### config.mk
export PLATFORM = sky130hd
export DESIGN_NAME = manchester_tx_ctrl
export DESIGN_NICKNAME = d
export VERILOG_FILES = /design/src/rtl/manchester_pkg.sv /design/src/rtl/manchester_bit_timer.sv /design/src/rtl/manchester_tx_ctrl.sv
export SDC_FILE = /design/constraint.sdc
export NUM_CORES = 1
export LEC_CHECK = 0
export CORE_MARGIN = 10
export CORE_UTILIZATION = 57
export CTS_CLUSTER_DIAMETER = 60
export DETAILED_ROUTE_END_ITERATION = 8
export PLACE_DENSITY = 0.94
export SETUP_SLACK_MARGIN = 0.2
export SYNTH_ARGS = -nofsm -noshare
export SYNTH_HDL_FRONTEND = slang
export SYNTH_SLANG_ARGS = --single-unit
export TNS_END_PERCENT = 100
### constraint.sdc
create_clock -name clk -period 3.35 [get_ports clk]
set_clock_uncertainty 0.2 [all_clocks]
set_input_delay 1.005 -clock clk [delete_from_list [all_inputs] [get_ports clk]]
set_output_delay 1.005 -clock clk [all_outputs]
set_load 0.01 [all_outputs]
### src/rtl/manchester_pkg.sv
// Shared types and helpers for the Manchester transmit sequencer.
package manchester_pkg;

    typedef enum logic [2:0] {IDLE, PREAMBLE, SFD, DATA, GAP} tx_state_t;

    localparam logic [7:0] SFD_DEFAULT = 8'hD5;

    // Bit counter must index the longest per-state run: preamble, a byte, or the gap.
    function automatic int cnt_width(input int preamble_bits, input int gap_bits);
        int widest;
        widest = 8;
        if (preamble_bits > widest) widest = preamble_bits;
        if (gap_bits > widest) widest = gap_bits;
        return $clog2(widest);
    endfunction

endpackage

### src/rtl/manchester_bit_timer.sv
// Bit-period divider: counts 0..CLKS_PER_BIT-1 while enabled, flags the terminal count.
module manchester_bit_timer #(
    parameter int CLKS_PER_BIT = 4
) (
    input  logic clk,
    input  logic rst,
    input  logic en,
    input  logic clr,
    output logic boundary
);
    localparam int            TW = $clog2(CLKS_PER_BIT);
    localparam logic [TW-1:0] TC = TW'(CLKS_PER_BIT - 1);

    logic [TW-1:0] cnt_q;

    assign boundary = en && (cnt_q == TC);

    always_ff @(posedge clk) begin
        if (rst || clr) begin
            cnt_q <= '0;
        end else if (en) begin
            cnt_q <= boundary ? '0 : cnt_q + TW'(1);
        end
    end

endmodule

### src/rtl/manchester_tx_ctrl.sv
// Frame sequencer feeding the Manchester encoder: preamble, SFD, MSB-first payload, idle gap.
//  state    | meaning
//  IDLE     | waiting for s_valid, line quiet
//  PREAMBLE | alternating 1,0 training bits
//  SFD      | delimiter byte, MSB first
//  DATA     | payload byte from the shift register
//  GAP      | inter-frame idle, tx_en low
module manchester_tx_ctrl #(
    parameter int         CLKS_PER_BIT  = 4,
    parameter int         PREAMBLE_BITS = 8,
    parameter logic [7:0] SFD           = manchester_pkg::SFD_DEFAULT,
    parameter int         GAP_BITS      = 4
) (
    input  logic       clk,
    input  logic       rst,
    input  logic [7:0] s_data,
    input  logic       s_valid,
    input  logic       s_last,
    output logic       s_ready,
    output logic       tx_bit,
    output logic       tx_en,
    output logic       bit_strobe,
    output logic       busy,
    output logic       frame_done,
    output logic       underrun
);
    import manchester_pkg::*;

    localparam int            CW        = cnt_width(PREAMBLE_BITS, GAP_BITS);
    localparam logic [CW-1:0] PRE_LAST  = CW'(PREAMBLE_BITS - 1);
    localparam logic [CW-1:0] BYTE_LAST = CW'(7);
    localparam logic [CW-1:0] GAP_LAST  = CW'(GAP_BITS - 1);

    tx_state_t     state_q, state_d;
    logic [CW-1:0] cnt_q, cnt_d;
    logic [7:0]    shift_q, shift_d;
    logic          last_q, last_d;
    logic          tx_bit_d, tx_en_d, strobe_d, done_d, underrun_d;
    logic          boundary, fetch_point, go_fetch, go_gap;

    manchester_bit_timer #(.CLKS_PER_BIT(CLKS_PER_BIT)) u_bit_timer (
        .clk      (clk),
        .rst      (rst),
        .en       (state_q != IDLE),
        .clr      (state_q == IDLE),
        .boundary (boundary)
    );

    assign fetch_point = boundary && (cnt_q == BYTE_LAST) &&
                         ((state_q == manchester_pkg::SFD) || (state_q == DATA && !last_q));
    assign s_ready     = fetch_point && !rst;
    assign busy        = (state_q != IDLE);

    always_comb begin
        state_d    = state_q;
        cnt_d      = cnt_q;
        shift_d    = shift_q;
        last_d     = last_q;
        tx_bit_d   = tx_bit;
        tx_en_d    = tx_en;
        strobe_d   = 1'b0;
        done_d     = 1'b0;
        underrun_d = 1'b0;
        go_fetch   = 1'b0;
        go_gap     = 1'b0;
        case (state_q)
            IDLE: begin
                tx_bit_d = 1'b0;
                tx_en_d  = 1'b0;
                if (s_valid) begin
                    state_d  = PREAMBLE;
                    cnt_d    = '0;
                    tx_bit_d = 1'b1;
                    tx_en_d  = 1'b1;
                    strobe_d = 1'b1;
                end
            end
            PREAMBLE: if (boundary) begin
                strobe_d = 1'b1;
                if (cnt_q == PRE_LAST) begin
                    state_d  = manchester_pkg::SFD;
                    cnt_d    = '0;
                    tx_bit_d = SFD[7];
                end else begin
                    cnt_d    = cnt_q + CW'(1);
                    tx_bit_d = cnt_q[0];   // next preamble bit is the inverse of bit (cnt+1)[0]
                end
            end
            manchester_pkg::SFD: if (boundary) begin
                strobe_d = 1'b1;
                if (cnt_q == BYTE_LAST) begin
                    go_fetch = 1'b1;
                end else begin
                    cnt_d    = cnt_q + CW'(1);
                    tx_bit_d = SFD[3'd6 - cnt_q[2:0]];
                end
            end
            DATA: if (boundary) begin
                strobe_d = 1'b1;
                if (cnt_q == BYTE_LAST) begin
                    if (last_q) go_gap = 1'b1;
                    else        go_fetch = 1'b1;
                end else begin
                    cnt_d    = cnt_q + CW'(1);
                    shift_d  = {shift_q[6:0], 1'b0};
                    tx_bit_d = shift_q[6];
                end
            end
            GAP: if (boundary) begin
                if (cnt_q == GAP_LAST) begin
                    state_d = IDLE;
                    cnt_d   = '0;
                    done_d  = 1'b1;
                end else begin
                    strobe_d = 1'b1;
                    cnt_d    = cnt_q + CW'(1);
                end
            end
            default: state_d = IDLE;
        endcase
        if (go_fetch) begin
            if (s_valid) begin
                state_d  = DATA;
                cnt_d    = '0;
                shift_d  = s_data;
                last_d   = s_last;
                tx_bit_d = s_data[7];
                tx_en_d  = 1'b1;
            end else begin
                underrun_d = 1'b1;
                go_gap     = 1'b1;
            end
        end
        if (go_gap) begin
            state_d  = GAP;
            cnt_d    = '0;
            tx_bit_d = 1'b0;
            tx_en_d  = 1'b0;
        end
    end

    always_ff @(posedge clk) begin
        if (rst) begin
            state_q    <= IDLE;
            cnt_q      <= '0;
            shift_q    <= '0;
            last_q     <= 1'b0;
            tx_bit     <= 1'b0;
            tx_en      <= 1'b0;
            bit_strobe <= 1'b0;
            frame_done <= 1'b0;
            underrun   <= 1'b0;
        end else begin
            state_q    <= state_d;
            cnt_q      <= cnt_d;
            shift_q    <= shift_d;
            last_q     <= last_d;
            tx_bit     <= tx_bit_d;
            tx_en      <= tx_en_d;
            bit_strobe <= strobe_d;
            frame_done <= done_d;
            underrun   <= underrun_d;
        end
    end

endmodule

After elaboration in Yosys (flattened, before gate mapping). Memory sizes are Yosys's and may differ from the RTL's. Index checks and enable logic that the tools add are counted. W data, S select, Z words.

$add $sub $neg: 3. Order comparisons: 1. Equal/unequal tests: 7. Mux-type cells: 57. Bitwise operators: 3. Reduce and logical (&&, ||, !) cells: 17.

Operators with widths (number): $mux W3 (17); $mux W8 (5); $mux W1 (29); $pmux W3 S4 (2); $eq A3 B2 Y1 const B (3); $eq A3 B3 Y1 const B (2); $reduce_or A2 Y1 (3); $reduce_or A3 Y1 (2); $logic_and A1 B1 Y1 (5); $lt A3 B4 Y1 const B (1); $pmux W1 S4 (1); $add A3 B1 Y3 const B (1); $eq A3 B1 Y1 const B (1); $logic_not A3 Y1 (1); $not A1 Y1 (3); $pmux W1 S3 (1); $reduce_bool A3 Y1 (1); $sub A3 B3 Y3 const A (1); $add A2 B1 Y2 const B (1); $eq A2 B2 Y1 const B (1); $logic_not A1 Y1 (2); $logic_or A1 B1 Y1 (2); $mux W2 (1); $pmux W1 S2 (1); $reduce_and A2 Y1 (1).

Register bits: 22. Bits in read-only memories: 8. Output and inout port bits: 7. Logic and storage cells: 100. Memories: 1.

Memories: (no name shown) (depth 8, width 1, read ports 1, clocked after Yosys merged registers in 0, write ports 0, RTL line manchester_tx_ctrl.sv:95) `tx_bit_d = SFD[3'd6 - cnt_q[2:0]];`.

Logic depth before layout (Yosys ltp).
Depth in word-level cells: 8. Depth in mapped cells: 8. Gate-level depth less buffers: 8.

Modules after synthesis. Synthesis repeated with hierarchy kept, for this count alone.

Cell total of the unflattened synthesis: 159. Area, all modules: 1405.1 um2.

By module, submodules not included: manchester_tx_ctrl (times used 1, cells an instance 150, area an instance 1303.8 um2); manchester_bit_timer (times used 1, cells an instance 9, area an instance 101.3 um2).

Worst setup path after synthesis. No wires, ideal clock.

Path type: input -> output. From: input port rst. To: output port s_ready. Data arrival time: 1617 ps. Data required time: 2145 ps. Path slack: 528 ps. Stages: 3. Path through: clkbuf_1 clkbuf_1 nor2_1.

Longest elaborated chain between the ends: 2.

RTL lines: start, declared (RTL line manchester_tx_ctrl.sv:15) `input logic rst,`; $logic_not A1 Y1 (RTL line manchester_tx_ctrl.sv:51) `assign s_ready = fetch_point && !rst;`; $logic_and A1 B1 Y1 (RTL line manchester_tx_ctrl.sv:51); end, declared (RTL line manchester_tx_ctrl.sv:19) `output logic s_ready,`.

Every way passes these cells.

Final worst setup path. Same ends and word-level chain as after synthesis.

==> metrics.cfg <==
[clock_tree]
root_buffer=clkbuf_4
cts_hold_buffers=0
clkTransAtPathRegs_ns=0.11
insertion_delay_ns=0.30
cts_max_path_buffers=2
cts_sinks=21
cts.htree.levels=1
cts_tree=yes
cts_inserted_buffers=3

[logic_synthesis]
synthSimpleGateAreaFrac=0.214
synthMuxAreaShare=0.101
yosysTopAreaCell=dfxtp_1
synth_top_family_by_area=simple AND/OR/NAND/NOR gates
ys_warn_count=0
synth_common_cells=dfxtp_1 (21), nor2_1 (15), mux2i_1 (11)
synthCells=152
synthTopCellsByArea=dfxtp_1 (32%), ha_1 (9.5%), mux2i_1 (8.4%)
avgSynthCellArea_sq_um=8.63
synth_top_area_share=0.320
synthAdderAreaFrac=0.0953
synth_nets=174
synth.most_common_cell=dfxtp_1
synth_compound_area_frac=0.202
synth_edf_count=0
synth_area_sq_mm=0.00131
ys_types=43
ys_async_sr_fraction=0
ys_seq_area_frac=0.320
synth_ff_type=dfxtp_1
synth_xor_area_frac=0.00667
synth_seq_cells=21

[drt]
num_vias=1241
wirelength_microns=3250
ant_nets=0
drt-wirelength-per-cell_microns=16.5
drt_iter0_drc=165
dr.pass1.iters=5
viasPerCell=6.30
drc=0

[finish]
diodes=0
synthToLayoutAreaGrowth_pct=18.3
fin_nets=192
drive_above_1_share=0.101

[sta]
slew_viol_final=0
post-route-period-util=0.905
final.setup.tns_ns=0
rsz0062_at_grt=no
final_hold_viol_count=0
max_slew_margin=0.740
setup_slack_ns=0.317
tightest_slew_ns=0.389
max_freq_mhz=330
min_period_ns=3.03
finalSetupViolations=0

[setup_path]
crit_path_end_kind=output port
critPathKind=primary input to output port
path_max_fanout=2
crit_arrival_ns=1.83
start_kind=primary input
slowest_delay_ns=0.49
cp_cell_sequence=clkdlybuf4s50_1 > nor2_1 > dlygate4sd2_1
crit_required_ns=2.14
crit_slowest_cell=clkdlybuf4s50_1

[placement]
hpwl_microns=2380
place_ws_ns=0.0264
io_buffers=18
gp_congestion=0.908

[power_and_ir_drop]
p_per_area_mw_per_mm2=283
peakVddDrop_uv=199
total_leakage_power_nw=0.640

[min_path]
hp-class=flop to flop

[die]
die_area_sq_mm=0.00462
die_h_microns=68.0
num_rows=17
ios=19
core_area_sq_mm=0.00221
start_util=0.593
die_x_microns=68.0

[flow_run]
max-cap-violations=0

[global_route]
grt_max_degree=18
antenna_found_initial=0
grt_usage=0.147
overflow=0
grt_pass1_wl_microns=5460
grt_pass1_vias=1264

[outcome]
outcome=complete, no violations

==> logic make-up (layout without fill, tap and decap cells) <==
group                      count (synthesis)  after routing
AOI/OAI and AO/OA                         35             35
buffers and inverters                     19             36
xor gates and xnor gates                   1              1
DFF                                       21             21
muxes                                     13             13
and+or+nand+nor                           53             53
adders and majority gates                 10             10
==> power breakdown <==
group,internal [mW],switching (mW),total [mW]
Clock,0.0464,0.0723,0.119
Combinational,0.0321,0.0259,0.0580
Sequential,0.255,0.00758,0.262
==> placed cells by master (no fill, tap or decap), types with 2 or more instances in the layout <==
master / count
inv_1: 10
buf_4: 4
nor3_1: 5
nor2b_1: 2
ha_1: 9
nand3b_1: 2
nand4_1: 2
nand3_1: 5
o31a_1: 2
o21bai_1: 2
nor2_1: 15
clkbuf_4: 3
a211oi_1: 7
nor4b_1: 2
a21oi_1: 6
mux2i_1: 11
o32a_1: 2
mux2_2: 2
o211ai_1: 2
dfxtp_2: 4
nand2b_1: 7
a31oi_1: 2
nand2_1: 6
clkdlybuf4s50_1: 17
dfxtp_1: 17
==> sequential cells by signal, indices dropped and copies added (netlist names) <==
signal             cells
state_q                3
bit_strobe             1
shift_q                7
tx_bit                 1
cnt_q                  3
frame_done             1
u_bit_timer.cnt_q      2
underrun               1
tx_en                  1
last_q                 1
==> critical path: cells and delay by family <==
kind | cells | cell delay, ns
buf+inv | 2 | 0.77
simple gates | 1 | 0.05
==> cell type report <==
| cell class | instances | area (sq um) |
|---|---|---|
| Inverter | 10 | 37.5 |
| Tap cell | 28 | 35.0 |
| Fill cell | 165 | 659 |
| Multi-Input combinational cell | 112 | 820 |
| Sequential cell | 21 | 425 |
| Clock buffer | 4 | 26.3 |
| Timing Repair Buffer | 22 | 209 |
==> what timing repair did <==
action                                  CTS  global route
resized for setup                         4             3
endpoints found under the setup margin    2             1
setup buffers                             0             0
endpoints found under the hold margin     0             0
==> layer usage <==
layer,up-vias,GRT usage,part of all wire,wire length (microns)
met4,0,0.0528,0.024,78
li1,585,-,-,-
met1,564,0.166,0.40,1300
met2,78,0.257,0.48,1550
met3,14,0.0424,0.098,319
met5,-,0,0,0
==> metrics by stage <==
stage / util / power, mW / area, sq um / hold WS, ns / std cells
detailed placement: 0.685 / 0.324 / 1520 / 0.228 / 193
finish: 0.702 / 0.439 / 1550 / 0.242 / 197
CTS: 0.700 / 0.442 / 1550 / 0.244 / 197
global placement: 0.685 / 0.322 / 1520 / 0.222 / 193
floorplan: - / 0.296 / 1310 / 0.208 / 152
global route: 0.702 / 0.463 / 1550 / 0.271 / 197
==> path summary, 6_finish.rpt <==
| kind | start | endpoint | slack, ns | depth (start not counted) |
|---|---|---|---|---|
| max | rst | s_ready | 0.32 | 3 |
| min | u_bit_timer.cnt_q[0] | u_bit_timer.cnt_q[0] | 0.24 | 1 |
| max reg2reg | cnt_q[0] | cnt_q[0] | 1.19 | 8 |
| min reg2reg | u_bit_timer.cnt_q[0] | u_bit_timer.cnt_q[0] | 0.24 | 1 |
(Power assumes the default switching activity.)
